===== config.mk =====
export PLATFORM = sky130hd
export DESIGN_NAME = shift_add_multiplier
export DESIGN_NICKNAME = d
export VERILOG_FILES = /design/src/rtl/shift_add_multiplier_pkg.sv /design/src/rtl/counter.sv /design/src/rtl/shift_add_controller.sv /design/src/rtl/shift_add_multiplier.sv
export SDC_FILE = /design/constraint.sdc
export NUM_CORES = 1
export LEC_CHECK = 0
export BUFFER_PORTS_ARGS = -buffer_cell sky130_fd_sc_hd__buf_2
export CAP_MARGIN = 5
export CORE_MARGIN = 2
export CORE_UTILIZATION = 49
export DETAILED_ROUTE_END_ITERATION = 6
export PLACE_DENSITY_LB_ADDON = 0.08
export SLEW_MARGIN = 40
export SYNTH_ARGS = -nofsm -noshare
export SYNTH_HDL_FRONTEND = slang
export SYNTH_SLANG_ARGS = --single-unit

===== constraint.sdc =====
create_clock -name clk -period 2.4 [get_ports clk]
set_clock_uncertainty 0.2 [all_clocks]
set_input_delay 0.48 -clock clk [delete_from_list [all_inputs] [get_ports clk]]
set_output_delay 0.48 -clock clk [all_outputs]
set_load 0.01 [all_outputs]

===== src/rtl/shift_add_multiplier_pkg.sv =====
// Shared definitions for the shift-and-add multiplier: controller state
// encodings and default operand/counter widths.
package shift_add_multiplier_pkg;

    localparam int unsigned N_DEF  = 8;
    localparam int unsigned CW_DEF = 4;

    typedef enum logic [2:0] {
        ST_IDLE  = 3'd0,
        ST_LOAD  = 3'd1,
        ST_ADD   = 3'd2,
        ST_SHIFT = 3'd3,
        ST_DONE  = 3'd4
    } state_e;

endpackage


===== src/rtl/counter.sv =====
// Parameterised loadable down-counter; co_c flags the terminal count (value 1),
// i.e. the next enabled step finishes the run.
module counter #(
    parameter int unsigned W = 4
) (
    input  logic         clk,
    input  logic         rst_n,
    input  logic         load_i,
    input  logic         en_i,
    input  logic [W-1:0] d_i,
    output logic         co_c
);

    logic [W-1:0] cnt_q;
    logic [W-1:0] cnt_d;

    // Load has priority over the decrement
    always_comb begin
        cnt_d = cnt_q;
        if (load_i) begin
            cnt_d = d_i;
        end else if (en_i) begin
            cnt_d = cnt_q - W'(1);
        end
    end

    always_ff @(posedge clk or negedge rst_n) begin
        if (!rst_n) begin
            cnt_q <= '0;
        end else begin
            cnt_q <= cnt_d;
        end
    end

    assign co_c = (cnt_q == W'(1));

endmodule


===== src/rtl/shift_add_controller.sv =====
// Multiplier sequencer: Idle/Load/Add/Shift/Done FSM plus the iteration counter.
// All strobes are registered from the next state so they line up with state_q.
module shift_add_controller
    import shift_add_multiplier_pkg::*;
#(
    parameter int unsigned N  = N_DEF,
    parameter int unsigned CW = CW_DEF
) (
    input  logic clk,
    input  logic rst_n,
    input  logic start_i,
    input  logic q0_i,
    output logic ld_regs_o,
    output logic add_en_o,
    output logic add_m_c,
    output logic shr_o,
    output logic ready_o,
    output logic done_o
);

    state_e state_q;
    state_e state_d;
    logic   cnt_term_c;

    counter #(
        .W(CW)
    ) u_iter_cnt (
        .clk    (clk),
        .rst_n  (rst_n),
        .load_i (ld_regs_o),
        .en_i   (shr_o),
        .d_i    (CW'(N)),
        .co_c   (cnt_term_c)
    );

    always_comb begin
        state_d = state_q;
        unique case (state_q)
            ST_IDLE:  if (start_i) state_d = ST_LOAD;
            ST_LOAD:  state_d = ST_ADD;
            ST_ADD:   state_d = ST_SHIFT;
            ST_SHIFT: state_d = cnt_term_c ? ST_DONE : ST_ADD;
            ST_DONE:  state_d = ST_IDLE;
            default:  state_d = ST_IDLE;
        endcase
    end

    always_ff @(posedge clk or negedge rst_n) begin
        if (!rst_n) begin
            state_q   <= ST_IDLE;
            ready_o   <= 1'b1;
            done_o    <= 1'b0;
            ld_regs_o <= 1'b0;
            add_en_o  <= 1'b0;
            shr_o     <= 1'b0;
        end else begin
            state_q   <= state_d;
            ready_o   <= (state_d == ST_IDLE);
            done_o    <= (state_d == ST_DONE);
            ld_regs_o <= (state_d == ST_LOAD);
            add_en_o  <= (state_d == ST_ADD);
            shr_o     <= (state_d == ST_SHIFT);
        end
    end

    // The add always happens; Q[0] only picks M or zero as the addend
    assign add_m_c = add_en_o & q0_i;

endmodule


===== src/rtl/shift_add_multiplier.sv =====
// Sequential unsigned shift-and-add multiplier: one add and one shift per
// multiplier bit, full 2N-bit product in {A,Q}.
module shift_add_multiplier
    import shift_add_multiplier_pkg::*;
#(
    parameter int unsigned N  = N_DEF,
    parameter int unsigned CW = CW_DEF
) (
    input  logic           clk,
    input  logic           rst,
    input  logic           start,
    input  logic [N-1:0]   multiplicand,
    input  logic [N-1:0]   multiplier,
    output logic           ready,
    output logic           done,
    output logic [2*N-1:0] product
);

    logic [N-1:0] m_q, m_d;
    logic [N-1:0] a_q, a_d;
    logic [N-1:0] q_q, q_d;
    logic         c_q, c_d;
    logic [N:0]   sum_c;
    logic         ld_regs;
    logic         add_en;
    logic         add_m_c;
    logic         shr;

    shift_add_controller #(
        .N  (N),
        .CW (CW)
    ) u_ctrl (
        .clk       (clk),
        .rst_n     (rst),
        .start_i   (start),
        .q0_i      (q_q[0]),
        .ld_regs_o (ld_regs),
        .add_en_o  (add_en),
        .add_m_c   (add_m_c),
        .shr_o     (shr),
        .ready_o   (ready),
        .done_o    (done)
    );

    assign sum_c = {1'b0, a_q} + {1'b0, (add_m_c ? m_q : N'(0))};

    always_comb begin
        m_d = m_q;
        a_d = a_q;
        q_d = q_q;
        c_d = c_q;
        if (ld_regs) begin
            m_d = multiplicand;
            q_d = multiplier;
            a_d = '0;
            c_d = 1'b0;
        end else if (add_en) begin
            {c_d, a_d} = sum_c;
        end else if (shr) begin
            // {C,A,Q} shifted right by one with zero fill
            c_d = 1'b0;
            a_d = {c_q, a_q[N-1:1]};
            q_d = {a_q[0], q_q[N-1:1]};
        end
    end

    always_ff @(posedge clk or negedge rst) begin
        if (!rst) begin
            m_q <= '0;
            a_q <= '0;
            q_q <= '0;
            c_q <= 1'b0;
        end else begin
            m_q <= m_d;
            a_q <= a_d;
            q_q <= q_d;
            c_q <= c_d;
        end
    end

    assign product = {a_q, q_q};

endmodule


After elaboration in Yosys (flattened, before gate mapping):

Index checks and enable logic that the tools add are counted.

* register bits: 37
* bits of input ports: 19
* output and inout port bits: 18
* logic and storage cells: 43

* add/sub/neg operators: 2
* equality and inequality tests: 9
* mux-type cells: 15
* bitwise operators: 1
* reduce and logical (&&, ||, !) cells: 5

Operator list (number)
* $mux W8: 7
* $eq A3 B2 Y1 const B: 4
* $pmux W3 S4: 1
* $add A8 B8 Y9: 1
* $mux W4: 2
* $eq A3 B1 Y1 const B: 2
* $logic_not A3 Y1: 2
* $mux W3: 2
* $eq A4 B1 Y1 const B: 1
* $sub A4 B1 Y4 const B: 1
* $eq A3 B3 Y1 const B: 1
* $mux W1: 3
* $reduce_bool A3 Y1: 1
* $ne A2 B1 Y1 const B: 1
* $reduce_and A2 Y1: 1
* $reduce_bool A2 Y1: 1
* $and A1 B1 Y1: 1

Longest topological paths before layout:

* depth in word-level cells: 5
* gate-level depth with buffers: 9
* mapped depth without buffers: 7

Cells and area by module:

From an unflattened synthesis, not the netlist that was laid out.

* cells, all modules: 182
* area, all modules: 1975.6 µm²

By module, submodules not included
* shift_add_multiplier: times used 1, cells each 135, area each 1440.1 µm², seq. area each 625.6 µm²
* shift_add_controller: times used 1, cells each 25, area each 292.8 µm², seq. area each 201.4 µm²
* counter: times used 1, cells each 22, area each 242.7 µm², seq. area each 100.1 µm²

Worst setup path before layout:

OpenSTA, ideal clock, no wires.

* path kind: register to register
* from: reg u_ctrl.add_en_o
* to: reg a_q[6]
* setup time: 0.069 ns
* arrival time: 2.263 ns
* data required time: 2.131 ns
* setup slack: -0.132 ns
* cell stages (with the launch flop): 10
* buffers on the path: 2
* clock period less this slack: 2.532 ns
* cell sequence: dfrtp_1 -> buf_2 -> clkbuf_1 -> and3_1 -> ha_1 -> fa_1 -> a21o_1 -> a31o_1 -> a2111o_1 -> nand3_1

* word-level cells in the longest chain between the ends: 5
* elaborated cells between the ends (all ways): 6
* classes of those cells: 1 x add/sub; 3 x mux; 1 x bitwise; 1 x reduce/logical

RTL lines
* start: declaration: RTL line shift_add_controller.sv:14 `output logic add_en_o,`
* start signal: assignment: RTL line shift_add_controller.sv:61 `add_en_o <= (state_d == ST_ADD);`
* $and A1 B1 Y1: RTL line shift_add_controller.sv:67 `assign add_m_c = add_en_o & q0_i;`
* $mux W8: RTL line shift_add_multiplier.sv:45 `assign sum_c = {1'b0, a_q} + {1'b0, (add_m_c ? m_q : N'(0))};`
* $add A8 B8 Y9: RTL line shift_add_multiplier.sv:45
* $mux W8: RTL line shift_add_multiplier.sv:57 `end else if (add_en) begin`
* $mux W8: RTL line shift_add_multiplier.sv:52 `if (ld_regs) begin`
* end signal: assignment: RTL line shift_add_multiplier.sv:70 `a_q <= '0;`
* end signal: assignment: RTL line shift_add_multiplier.sv:75 `a_q <= a_d;`
* end: declaration: RTL line shift_add_multiplier.sv:20 `logic [N-1:0] a_q, a_d;`

Parallel ways exist; a longest one is shown, timed or not.
A chain may end at the register's enable or synchronous reset.

Worst setup path in the final report:

* from: reg q_q[0]
* to: reg a_q[6]

* word-level cells in the longest chain between the ends: 5

RTL lines
* start: declaration: RTL line shift_add_multiplier.sv:21 `logic [N-1:0] q_q, q_d;`
* start signal: assignment: RTL line shift_add_multiplier.sv:76 `q_q <= q_d;`
* $and A1 B1 Y1: RTL line shift_add_controller.sv:67
* $mux W8: RTL line shift_add_multiplier.sv:45
* $add A8 B8 Y9: RTL line shift_add_multiplier.sv:45
* $mux W8: RTL line shift_add_multiplier.sv:57
* $mux W8: RTL line shift_add_multiplier.sv:52

No other way between the ends.

==> impl_metrics.py <==
metrics = {
    "finish": {
        "final_nets": 254,
        "syn2layout_area_growth_pct": 20.1,
        "fill_cells": 338,
        "layoutNonFillerInstCount": 273,
        "insertedDiodeCount": 0,
        "final_layout_size_suffix_gt1_share_pct": 28.0,
        "multi_input_area_um2": 961,
        "ff_latch_area_um2": 927,
    },
    "worst_setup_path": {
        "crit_type": "reg -> reg",
        "reg2reg_slack_ns": 0.08,
        "cp_slowest_cell": "dfrtp_1",
        "path_max_fanout": 6,
        "path_cells": "and3_1 -> ha_2 -> fa_2 -> a21o_1 -> a31o_1 -> a2111o_1 -> nand3_1",
        "r2r_cells": 7,
        "arrival_ns": 2.34,
        "cp_num_buf_inv": 0,
        "worstReg2RegEnd": "a_q[6]",
        "cp.required_ns": 2.43,
        "slowest_delay_ns": 0.43,
        "end_kind": "flip-flop",
        "path_depth": 7,
        "startpoint_type": "flip-flop",
        "cp_top_family": "compound AO/OA/AOI/OAI gates",
        "reg2reg_from": "q_q[0]",
    },
    "cts": {
        "clk_pin_slew_ns": 0.08,
        "clk_latency_ns": 0.29,
        "clockRootBuffer": "clkbuf_8",
        "tritoncts": "built",
        "cts_made_buffers": 5,
        "clock-sinks": 37,
        "clk_path_buf_depth": 2,
        "htree_levels": 2,
    },
    "worst_hold_path": {
        "min_from": "multiplier[1]",
        "hp-class": "in -> reg",
        "whs_path_depth": 3,
        "hold_end": "q_q[1]",
    },
    "synthesis": {
        "synth_area_leaders": "dfrtp_1 46%, mux2i_1 6.7%, ha_1 6.4%",
        "yosysTopAreaCell": "dfrtp_1",
        "synth_fp_nets": 215,
        "synth_area_um2": 1950,
        "syn_inst": 185,
        "synth_top_cell_area_share_pct": 46.2,
        "avgSynthCellArea_um2": 10.5,
        "synth_common_cells": "36 x dfrtp_1, 13 x mux2i_1, 12 x nand2_1, 12 x nor2_1, 10 x ha_1",
        "ys_ff_latch": 37,
        "synthXorXnorAreaFrac_pct": 2.69,
        "synthArstFlopShare_pct": 100,
        "synth.area.mux_share_pct": 11.3,
        "synth_edf_count": 0,
        "yosys.area_share.adder_pct": 7.44,
        "synth_compound_area_share_pct": 11.7,
        "ys.flop_type": "dfrtp_1",
        "ys_seq_area_share_pct": 47.5,
        "synthSimpleGateAreaFrac_pct": 15.6,
        "yosysUniqueCellTypes": 38,
        "yosysWarnings": 0,
        "synth_top_family_by_area": "simple AND/OR/NAND/NOR gates",
        "yosysMostFrequentCell": "dfrtp_1",
    },
    "detailed_routing": {
        "firstDrtPassIters": 4,
        "wl_per_cell_um": 14.3,
        "antenna_left": 0,
        "routed_wl_um": 3900,
        "vias": 1514,
        "drc": 0,
        "via_per_inst": 5.55,
        "drtIter0Drc": 89,
    },
    "floorplanning": {
        "dieArea_um2": 4500,
        "die_h_um": 67.1,
        "die_w_um": 67.1,
        "start_util_pct": 52.1,
        "rows": 22,
        "io_pins": 37,
        "coreArea_um2": 3740,
    },
    "power_and_ir_drop": {
        "p_clk_share_pct": 19.7,
        "swShare_pct": 37.5,
        "ir_drop_mv": 0.690,
        "pwr-share-seq_pct": 36.1,
        "power.internal_mw": 2.02,
        "powerDensity_nw_per_um2": 1380,
        "pwr-share-comb_pct": 44.2,
        "power_switching_mw": 1.21,
        "p_leak_nw": 1.19,
    },
    "placed_design": {
        "place_inst": 263,
        "place_congestion": 0.856,
        "dp_hpwl_um": 2860,
        "dp_slack_ns": 0.0864,
        "portBuffers": 36,
    },
    "timing": {
        "relSlewSlack_pct": 68.2,
        "setup_tns_ns": 0,
        "drv_slew": 0,
        "fmax_ghz": 0.432,
        "setup_viol": 0,
        "hold_ws_ns": 0.199,
        "worst_slack_ns": 0.0835,
        "worstMarginPinSlew_ns": 0.477,
        "hold_viol": 0,
        "period_needed_ns": 2.32,
        "period_share_pct": 96.5,
        "rsz0062_at_grt": "false",
    },
    "global_route": {
        "grt.total_usage_pct": 19.7,
        "grt_pass1_wl_um": 6510,
        "gr-total-overflow": 0,
        "antenna_found_initial": 0,
        "grt_pass1_vias": 1460,
        "grt_start_max_net_pins": 38,
    },
    "run": {
        "maxCapViolCount": 0,
    },
    "status": {
        "status": "completed",
    },
}
## flip-flops by register name (all words and copies together), names as in the netlist
name / flops
u_ctrl.u_iter_cnt.cnt_q: 4
q_q: 8
u_ctrl.state_q: 3
u_ctrl.shr_o: 1
m_q: 8
a_q: 8
c_q: 1
u_ctrl.ready_o: 1
u_ctrl.done_o: 1
u_ctrl.ld_regs_o: 1
u_ctrl.add_en_o: 1
## power groups by stage
stage	clock [mW]	sequential [mW]	combinational (mW)
after floorplan	0	1.18	1.01
after global placement	0	1.17	1.36
after detailed placement	0	1.18	1.40
after CTS	0.648	1.17	1.41
after global routing	0.684	1.22	1.60
final	0.636	1.17	1.43
## worst min-delay path: cells and delay by family
kind,cells,cell delay [ns]
and+or+nand+nor,1,0.04
AOI/OAI and AO/OA,1,0.05
buffers and inverters,1,0.08
## cells in the final DEF (no fill, tap or decap), drive strengths merged
cell	count
nand4	2
fa	1
nor2	12
xor2	2
or4	1
nand2	12
dfstp	1
a2111oi	1
a21oi	8
a211oi	8
inv	6
dfrtp	36
nor2b	6
nand2b	3
nand3b	1
or2	1
nand3	2
bufinv	2
o311ai	1
mux2i	13
dlygate4sd3	1
nor4	3
buf	42
o211a	1
a2111o	1
nor4b	2
nor3b	1
a31o	1
a21o	2
ha	10
mux2	8
nor3	4
and3	8
clkbuf	5
clkinv	1
a31oi	2
xnor2	4
o21ai	9
o211ai	1
## routing by layer
metal / up-vias / track usage, % / wire length (um)
met5: - / 0 / 0
met4: 0 / 7.14 / 66
met3: 7 / 5.07 / 188
met2: 38 / 33.0 / 1920
met1: 727 / 24.2 / 1730
li1: 742 / - / -
## cell families (layout without fill, tap and decap cells)
family	Yosys count	after routing
simple gates	58	58
flops	37	37
compound gates	35	35
mux	21	21
buf+inv	17	57
fa+ha+maj	11	11
xor+xnor	6	6
## per-stage QoR
step / total power [mW] / cell area (um2) / util [%]
after floorplan: 2.19 / 1970 / -
after global placement: 2.53 / 2180 / 58.3
after detailed placement: 2.58 / 2180 / 58.3
after CTS: 3.23 / 2320 / 61.9
after global routing: 3.50 / 2340 / 62.6
final: 3.23 / 2340 / 62.6
## timing repair
item                                   in CTS  in global routing
setup buffers                               0                  1
resized for setup                           0                  2
setup endpoints to repair                   0                  2
hold buffers                                0                  1
endpoints found under the hold margin       0                 36
## area by class of cell
class	instances	area share, %
Clock inverter	3	2.78
Timing Repair Buffer	43	10.1
Inverter	6	0.962
Sequential cell	37	39.6
Tap cell	48	2.56
Multi-Input combinational cell	131	41.0
Clock buffer	5	2.94
## how the worst max path moves through the flow
stage	end	from
6_report	a_q[6]	q_q[0]
5_1_grt	a_q[5]	u_ctrl.add_en_o
4_1_cts	c_q	u_ctrl.add_en_o
3_5_place_dp	c_q	u_ctrl.add_en_o
3_3_place_gp	a_q[6]	q_q[0]
2_1_floorplan	a_q[6]	u_ctrl.add_en_o
(Power assumes the default switching activity.)
